===== src/rtl/mole_round_ctrl.sv =====
// Whack-a-mole round controller: spawns a mole from an LFSR, waits for a
// guess edge or a timeout, scores the round, pauses, and ends the game
// after MAX_MISSES misses.
module mole_round_ctrl #(
  parameter int unsigned TIMEOUT_CYCLES = 100000000,
  parameter int unsigned REVEAL_CYCLES  = 25000000,
  parameter int unsigned MAX_MISSES     = 3
) (
  input  logic       clk,
  input  logic       rst_n,
  input  logic       eval_now,
  input  logic [2:0] user_guess,
  output logic       guess_now,
  output logic [2:0] mole_pos,
  output logic [7:0] score,
  output logic [3:0] misses,
  output logic       hit_pulse,
  output logic       miss_pulse,
  output logic       game_over
);

  localparam int unsigned CNT_MAX = (TIMEOUT_CYCLES > REVEAL_CYCLES) ? TIMEOUT_CYCLES : REVEAL_CYCLES;
  localparam int unsigned CNT_W   = (CNT_MAX > 1) ? $clog2(CNT_MAX + 1) : 1;
  localparam int unsigned LFSR_W  = 8;
  localparam logic [LFSR_W-1:0] LFSR_SEED = 8'hA5;
  localparam logic [2:0] POS_NONE = 3'd7;
  localparam logic [CNT_W-1:0] TIMEOUT_LAST = CNT_W'(TIMEOUT_CYCLES - 1);
  localparam logic [CNT_W-1:0] REVEAL_LAST  = CNT_W'(REVEAL_CYCLES - 1);
  localparam logic [3:0] MISS_LIMIT = 4'(MAX_MISSES);

  typedef enum logic [2:0] {
    ST_IDLE,
    ST_SPAWN,
    ST_WAIT,
    ST_RESULT,
    ST_OVER
  } state_t;

  state_t            r_state;
  state_t            w_next_state;
  logic [LFSR_W-1:0] r_lfsr;
  logic [LFSR_W-1:0] w_lfsr_next;
  logic              w_lfsr_fb;
  logic              r_eval_d;
  logic              w_edge;
  logic              w_guess_valid;
  logic [CNT_W-1:0]  r_cnt;
  logic [CNT_W-1:0]  w_next_cnt;
  logic [2:0]        r_pos;
  logic [2:0]        w_next_pos;
  logic [2:0]        w_spawn_pos;
  logic              w_hit;
  logic              w_miss;
  logic              r_guess_now;
  logic [2:0]        r_mole_pos;
  logic [7:0]        r_score;
  logic [3:0]        r_misses;
  logic              r_hit_pulse;
  logic              r_miss_pulse;
  logic              r_game_over;

  // Pseudo-random source: x^8+x^6+x^5+x^4+1, reseeded if it ever hits zero
  assign w_lfsr_fb   = r_lfsr[7] ^ r_lfsr[5] ^ r_lfsr[4] ^ r_lfsr[3];
  assign w_lfsr_next = (r_lfsr == '0) ? LFSR_SEED : {r_lfsr[LFSR_W-2:0], w_lfsr_fb};

  // Fold the 3-bit LFSR slice onto holes 0..4
  assign w_spawn_pos = (r_lfsr[2:0] < 3'd5) ? r_lfsr[2:0] : (r_lfsr[2:0] - 3'd3);

  // Rising edge of the guess-valid level; a level held across entry is not an edge
  assign w_edge        = eval_now & ~r_eval_d;
  assign w_guess_valid = w_edge & (user_guess <= 3'd4);

  // State register
  always_ff @(posedge clk or negedge rst_n) begin
    if (!rst_n) begin
      r_state <= ST_IDLE;
    end else begin
      r_state <= w_next_state;
    end
  end

  // Next-state, round counter, latched position and result decode
  always_comb begin
    w_next_state = r_state;
    w_next_cnt   = r_cnt;
    w_next_pos   = r_pos;
    w_hit        = 1'b0;
    w_miss       = 1'b0;
    case (r_state)
      ST_IDLE: begin
        w_next_state = ST_SPAWN;
      end
      ST_SPAWN: begin
        w_next_pos   = w_spawn_pos;
        w_next_cnt   = '0;
        w_next_state = ST_WAIT;
      end
      ST_WAIT: begin
        if (w_guess_valid) begin
          w_hit        = (user_guess == r_pos);
          w_miss       = (user_guess != r_pos);
          w_next_cnt   = '0;
          w_next_state = ST_RESULT;
        end else if (r_cnt == TIMEOUT_LAST) begin
          w_miss       = 1'b1;
          w_next_cnt   = '0;
          w_next_state = ST_RESULT;
        end else begin
          w_next_cnt = r_cnt + CNT_W'(1);
        end
      end
      ST_RESULT: begin
        if (r_cnt == REVEAL_LAST) begin
          w_next_cnt   = '0;
          w_next_state = (r_misses >= MISS_LIMIT) ? ST_OVER : ST_SPAWN;
        end else begin
          w_next_cnt = r_cnt + CNT_W'(1);
        end
      end
      ST_OVER: begin
        w_next_state = ST_OVER;
      end
      default: begin
        w_next_state = ST_IDLE;
      end
    endcase
  end

  // Datapath registers: LFSR, edge detector, counter, position, tallies
  always_ff @(posedge clk or negedge rst_n) begin
    if (!rst_n) begin
      r_lfsr   <= LFSR_SEED;
      r_eval_d <= 1'b0;
      r_cnt    <= '0;
      r_pos    <= '0;
      r_score  <= '0;
      r_misses <= '0;
    end else begin
      r_lfsr   <= w_lfsr_next;
      r_eval_d <= eval_now;
      r_cnt    <= w_next_cnt;
      r_pos    <= w_next_pos;
      if (w_hit && (r_score != 8'hFF)) begin
        r_score <= r_score + 8'd1;
      end
      if (w_miss && (r_misses != 4'hF)) begin
        r_misses <= r_misses + 4'd1;
      end
    end
  end

  // Registered outputs, decoded from the next state so they move with it
  always_ff @(posedge clk or negedge rst_n) begin
    if (!rst_n) begin
      r_guess_now  <= 1'b0;
      r_mole_pos   <= POS_NONE;
      r_hit_pulse  <= 1'b0;
      r_miss_pulse <= 1'b0;
      r_game_over  <= 1'b0;
    end else begin
      r_guess_now  <= (w_next_state == ST_WAIT);
      r_mole_pos   <= (w_next_state == ST_WAIT) ? w_next_pos : POS_NONE;
      r_hit_pulse  <= w_hit;
      r_miss_pulse <= w_miss;
      r_game_over  <= (w_next_state == ST_OVER);
    end
  end

  assign guess_now  = r_guess_now;
  assign mole_pos   = r_mole_pos;
  assign score      = r_score;
  assign misses     = r_misses;
  assign hit_pulse  = r_hit_pulse;
  assign miss_pulse = r_miss_pulse;
  assign game_over  = r_game_over;

endmodule


===== config.mk =====
export PLATFORM = sky130hd
export DESIGN_NAME = mole_round_ctrl
export DESIGN_NICKNAME = d
export VERILOG_FILES = /design/src/rtl/mole_round_ctrl.sv
export SDC_FILE = /design/constraint.sdc
export NUM_CORES = 1
export LEC_CHECK = 0
export CAP_MARGIN = 40
export CORE_ASPECT_RATIO = 0.7
export CORE_MARGIN = 5
export CORE_UTILIZATION = 55
export CTS_BUF_LIST = sky130_fd_sc_hd__clkbuf_16
export DETAILED_ROUTE_END_ITERATION = 10
export PLACE_DENSITY = 0.76
export SKIP_CTS_REPAIR_TIMING = 1
export SYNTH_ARGS = -nofsm -noshare
export SYNTH_HDL_FRONTEND = slang
export SYNTH_SLANG_ARGS = --single-unit
export TNS_END_PERCENT = 30

===== constraint.sdc =====
create_clock -name clk -period 3 [get_ports clk]
set_input_delay 0.6 -clock clk [delete_from_list [all_inputs] [get_ports clk]]
set_output_delay 0.6 -clock clk [all_outputs]
set_load 0.03 [all_outputs]

Yosys cells after proc, flatten, opt, wreduce, memory -nomap -nowiden
Cells that the tools add are included.

Register bits after elaboration: 61. Output and inout bits: 19. Input bits: 6. Logic and storage cells: 60.

Bitwise logic cells: 6. $lt $le $gt $ge: 3. Multiplexer cells: 18. $add $sub $neg: 4. Reductions and logical operators: 5. Eq/ne operators: 12.

Operator list (count): $mux 27 (3); $pmux 27 s3 (1); $add 27x1->27 const B (1); $eq 27x25->1 const B (1); $eq 27x27->1 const B (1); $mux 3 (7); $pmux 3 s5 (1); $eq 3x2->1 const B (3); $add 8x1->8 const B (1); $logic_not 8->1 (1); $mux 8 (1); $ne 8x8->1 const B (1); $eq 3x3->1 const B (2); $mux 1 (5); $add 4x1->4 const B (1); $ge 4x2->1 const B (1); $ne 4x4->1 const B (1); $eq 3x1->1 const B (1); $eq 3x3->1 (1); $le 3x3->1 const B (1); $logic_not 3->1 (1); $lt 3x3->1 const B (1); $ne 3x3->1 (1); $reduce_bool 3->1 (1); 5 further kinds (9).

Depth between registers and ports, before layout
Depth after elaboration: 7. Mapped depth: 7. Depth with buffers taken out: 6.

Worst setup path before layout
OpenSTA, ideal clock, no wires.

Path type: reg2reg. From: register r_cnt[12]. To: register r_misses[1] (netlist: misses[1]). Cell stages (with the launch flop): 6. Required time: 2.872 ns. Setup slack: 0.592 ns. Clock period less this slack: 2.408 ns. Data arrival time: 2.280 ns. Path through: dfrtp_1 -> or4b_1 -> or4_4 -> o21a_4 -> a311oi_4 -> mux2_1.

Cells in the longest elaborated chain, start to end: 5.

Ends and longest elaborated chain: start, declared (RTL line 47) `logic [CNT_W-1:0] r_cnt;`; start signal, assigned (RTL line 141) `r_cnt <= w_next_cnt;`; $eq 27x27->1 (RTL line 104) `end else if (r_cnt == TIMEOUT_LAST) begin`; $mux 1 (RTL line 104); $mux 1 (RTL line 99) `if (w_guess_valid) begin`; $mux 1 (RTL line 89) `case (r_state)`; $logic_and 1x1->1 (RTL line 146) `if (w_miss && (r_misses != 4'hF)) begin`; end signal, assigned (RTL line 147) `r_misses <= r_misses + 4'd1;`; end, declared (RTL line 57) `logic [3:0] r_misses;`.

No other way between the ends. A chain may end at the register's enable or synchronous reset.

Worst setup path in the final report
From: register r_cnt[12]. To: register r_cnt[3].

Cells in the longest elaborated chain, start to end: 4. Elaborated cells on any way between the ends: 6.

Ends and longest elaborated chain (RTL line): $eq 27x27->1 (104); $mux 27 (104); $mux 27 (99); $pmux 27 s3 (*) (89).

Every way passes the cells marked *; elsewhere a longest branch is shown, timed or not.

==> out/metrics.csv <==
metric,value,unit
route.vias.total,2744,
hold_path.class,in -> async,
vdd_drop_max,0.0005094,V
p_leak,1.630,nW
firstDrtPassIters,5,
row_count,23,
drv_cap,0,
rsz0062_at_grt,no,
routed_wl,7294,um
die_h,74.35,um
whs,0.1555,ns
drc,0,
yosys.area.top_type_share,41.54,%
syn_inst,352,
seq_area_frac_synth,47.19,%
grt_pass1_wl,12690,um
yosys.area.top_type,dfrtp_1,
start_kind,flop,
numPortBuffers,24,
drive_above_1_share,9.091,%
synth_edf_count,0,
fin_nets,391,
powerDensity,624.9,nW/um^2
synth_flop_cell,dfrtp_1,
htree_levels,3,
initialDrtViolationCount,265,
cts_tree,done,
path_class,reg -> reg,
clockRootBuffer,clkbuf_16,
ant_nets,0,
grtUsageTotal,21.93,%
synth_nets,363,
clk_pin_slew_worst_paths,0.05,ns
synthTopCellsByArea,"dfrtp_1 (42%), dfstp_2 (5.7%), nand2_1 (5.2%), xnor2_1 (4.0%), o21ai_1 (3.4%)",
grt.overflow.total,0,
post-route-util,67.53,%
antenna_found_initial,0,
reg2reg_from,r_cnt[12],
r2r_slack,0.36,ns
end_kind,flop,
dp_hpwl,5001,um
setup_violations,0,
place_congestion,0.8611,
critical_path_arrival,2.82,ns
dpl_cell_area,3583,um^2
dp_cells,444,
dieArea,7577,um^2
p_total,2.417,mW
cp.required,3.18,ns
clock.fmax,378.7,MHz
io_pins,25,
worst_pin_slew,0.4641,ns
run_status,finished clean,
finalWorstPathRequiredPeriod,2.641,ns
finalNonFillerCells,460,
worst-path-max-fanout,18,
finalSetupTns,0,ns
finClkSkew,0.004883,ns
num_antenna_cells,0,
ys_types,49,
worstSkewPairLatency,0.33,ns
avgViaCountPerCell,5.965,
syn_area,3253,um^2
grt_pass1_vias,2583,
place_ws,0.3870,ns
clockBufferDepth,2,
cts_sinks,61,
start_util,56.81,%
period_share,88.03,%
hold_viol,0,
grt_start_max_net_pins,29,
routedWlPerCell,15.86,um
area_growth,18.88,%
core,5727,um^2
timing.final.max_slew_violations,0,
fin_ws,0.3592,ns
synthArstFlopShare,100.0,%
fillCellCount,450,
ff2ff_path_depth,5,
synth_area_per_cell,9.242,um^2
final_cell_area,3867,um^2
rr_endpoint,r_cnt[3],
numCtsBuffers,9,
die_w,101.9,um
yosysWarnings,0,
relSlewSlack,68.77,%
ys_seq_elements,61,
[cells in the mapped netlist (2+ instances only)]
master    number
xor2_1         4
o22ai_1        7
buf_2          2
or2_1          4
a22oi_1        9
and3_1         4
o21bai_1       9
o211ai_1       5
a21oi_1        2
xnor2_1       15
o21ai_1       22
a31oi_1        3
buf_1          2
inv_1         14
dfstp_2        7
ha_1           5
nand3_1       20
mux2_1         3
clkbuf_1      11
o41a_1         2
or3_1          7
nand2b_1       8
nor3_1         5
nor2b_1        4
nand2_1       45
nor2_1        28
o31ai_1        3
nand4_1       13
and2_1         6
or4_1          3
nor4_1         7
nor4b_1        2
dfrtp_1       54
or4b_1         2
[cell type report]
| type | instances | area [um^2] | share of cell area, % |
|---|---|---|---|
| Multi-Input combinational cell | 262 | 1607 | 41.54 |
| Sequential cell | 61 | 1535 | 39.70 |
| Timing Repair Buffer | 32 | 295.3 | 7.635 |
| Clock buffer | 9 | 225.2 | 5.823 |
| Tap cell | 75 | 93.84 | 2.426 |
| Clock inverter | 7 | 58.81 | 1.521 |
| Inverter | 14 | 52.55 | 1.359 |
[layer usage]
| layer | wire length, um | track usage (%) |
|---|---|---|
| met4 | 169 | 9.753 |
| met1 | 3499 | 31.86 |
| met3 | 599 | 5.623 |
| met5 | 0 | 0 |
| met2 | 3025 | 31.16 |
[registers in the layout, indices dropped and copies added, names as in the netlist]
name        count
r_eval_d        1
r_lfsr          8
game_over       1
mole_pos        3
score           8
miss_pulse      1
r_state         3
r_cnt          27
misses          4
hit_pulse       1
guess_now       1
r_pos           3
[report_power, final]
part           internal (mW)  switching, mW
clock                  0.629          0.359
combinational          0.175          0.267
sequential             0.901         0.0855
[worst max-delay path: stages (launching register included)]
cell	delay, ns
dfrtp_1	0.45
or4b_1	0.52
or4_4	0.53
o211a_2	0.38
nor2_2	0.42
o211ai_1	0.18
[how the worst max path moves through the flow]
stage                   start        end  slack [ns]  cells after the start
finish              r_cnt[12]   r_cnt[3]        0.36                      5
global route        r_cnt[12]   r_cnt[3]        0.25                      5
CTS                 r_cnt[12]   r_cnt[3]        0.38                      5
detailed placement  r_cnt[12]   r_cnt[3]        0.39                      5
global placement    r_cnt[12]   r_cnt[3]        0.46                      5
floorplan           r_cnt[12]  misses[1]        0.59                      5
[cell families (layout without fill, tap and decap cells)]
kind of cell | count (synthesis) | in the layout | share of synthesized area [%]
multiplexers | 3 | 3 | 1.038
flip-flops | 61 | 61 | 47.19
AND/OR/NAND/NOR | 166 | 166 | 26.42
adder cells (fa/ha/maj) | 5 | 5 | 1.923
XOR/XNOR | 19 | 19 | 5.115
buffers and inverters | 29 | 62 | 3.423
AO/OA/AOI/OAI | 69 | 69 | 14.88
[cells in the final DEF, fill, tap and decap left out, types with 5 or more instances in the layout]
| master | instances |
|---|---|
| a22oi_1 | 9 |
| and2_1 | 6 |
| buf_4 | 8 |
| clkbuf_16 | 9 |
| clkdlybuf4s50_1 | 23 |
| dfrtp_1 | 54 |
| dfstp_2 | 7 |
| ha_1 | 5 |
| inv_1 | 16 |
| nand2_1 | 45 |
| nand2b_1 | 8 |
| nand3_1 | 20 |
| nand4_1 | 13 |
| nor2_1 | 28 |
| nor3_1 | 5 |
| nor4_1 | 7 |
| o211ai_1 | 5 |
| o21ai_1 | 22 |
| o21bai_1 | 9 |
| o22ai_1 | 7 |
| or3_1 | 7 |
| xnor2_1 | 15 |
Note: power is estimated with default switching activity, not from simulation.
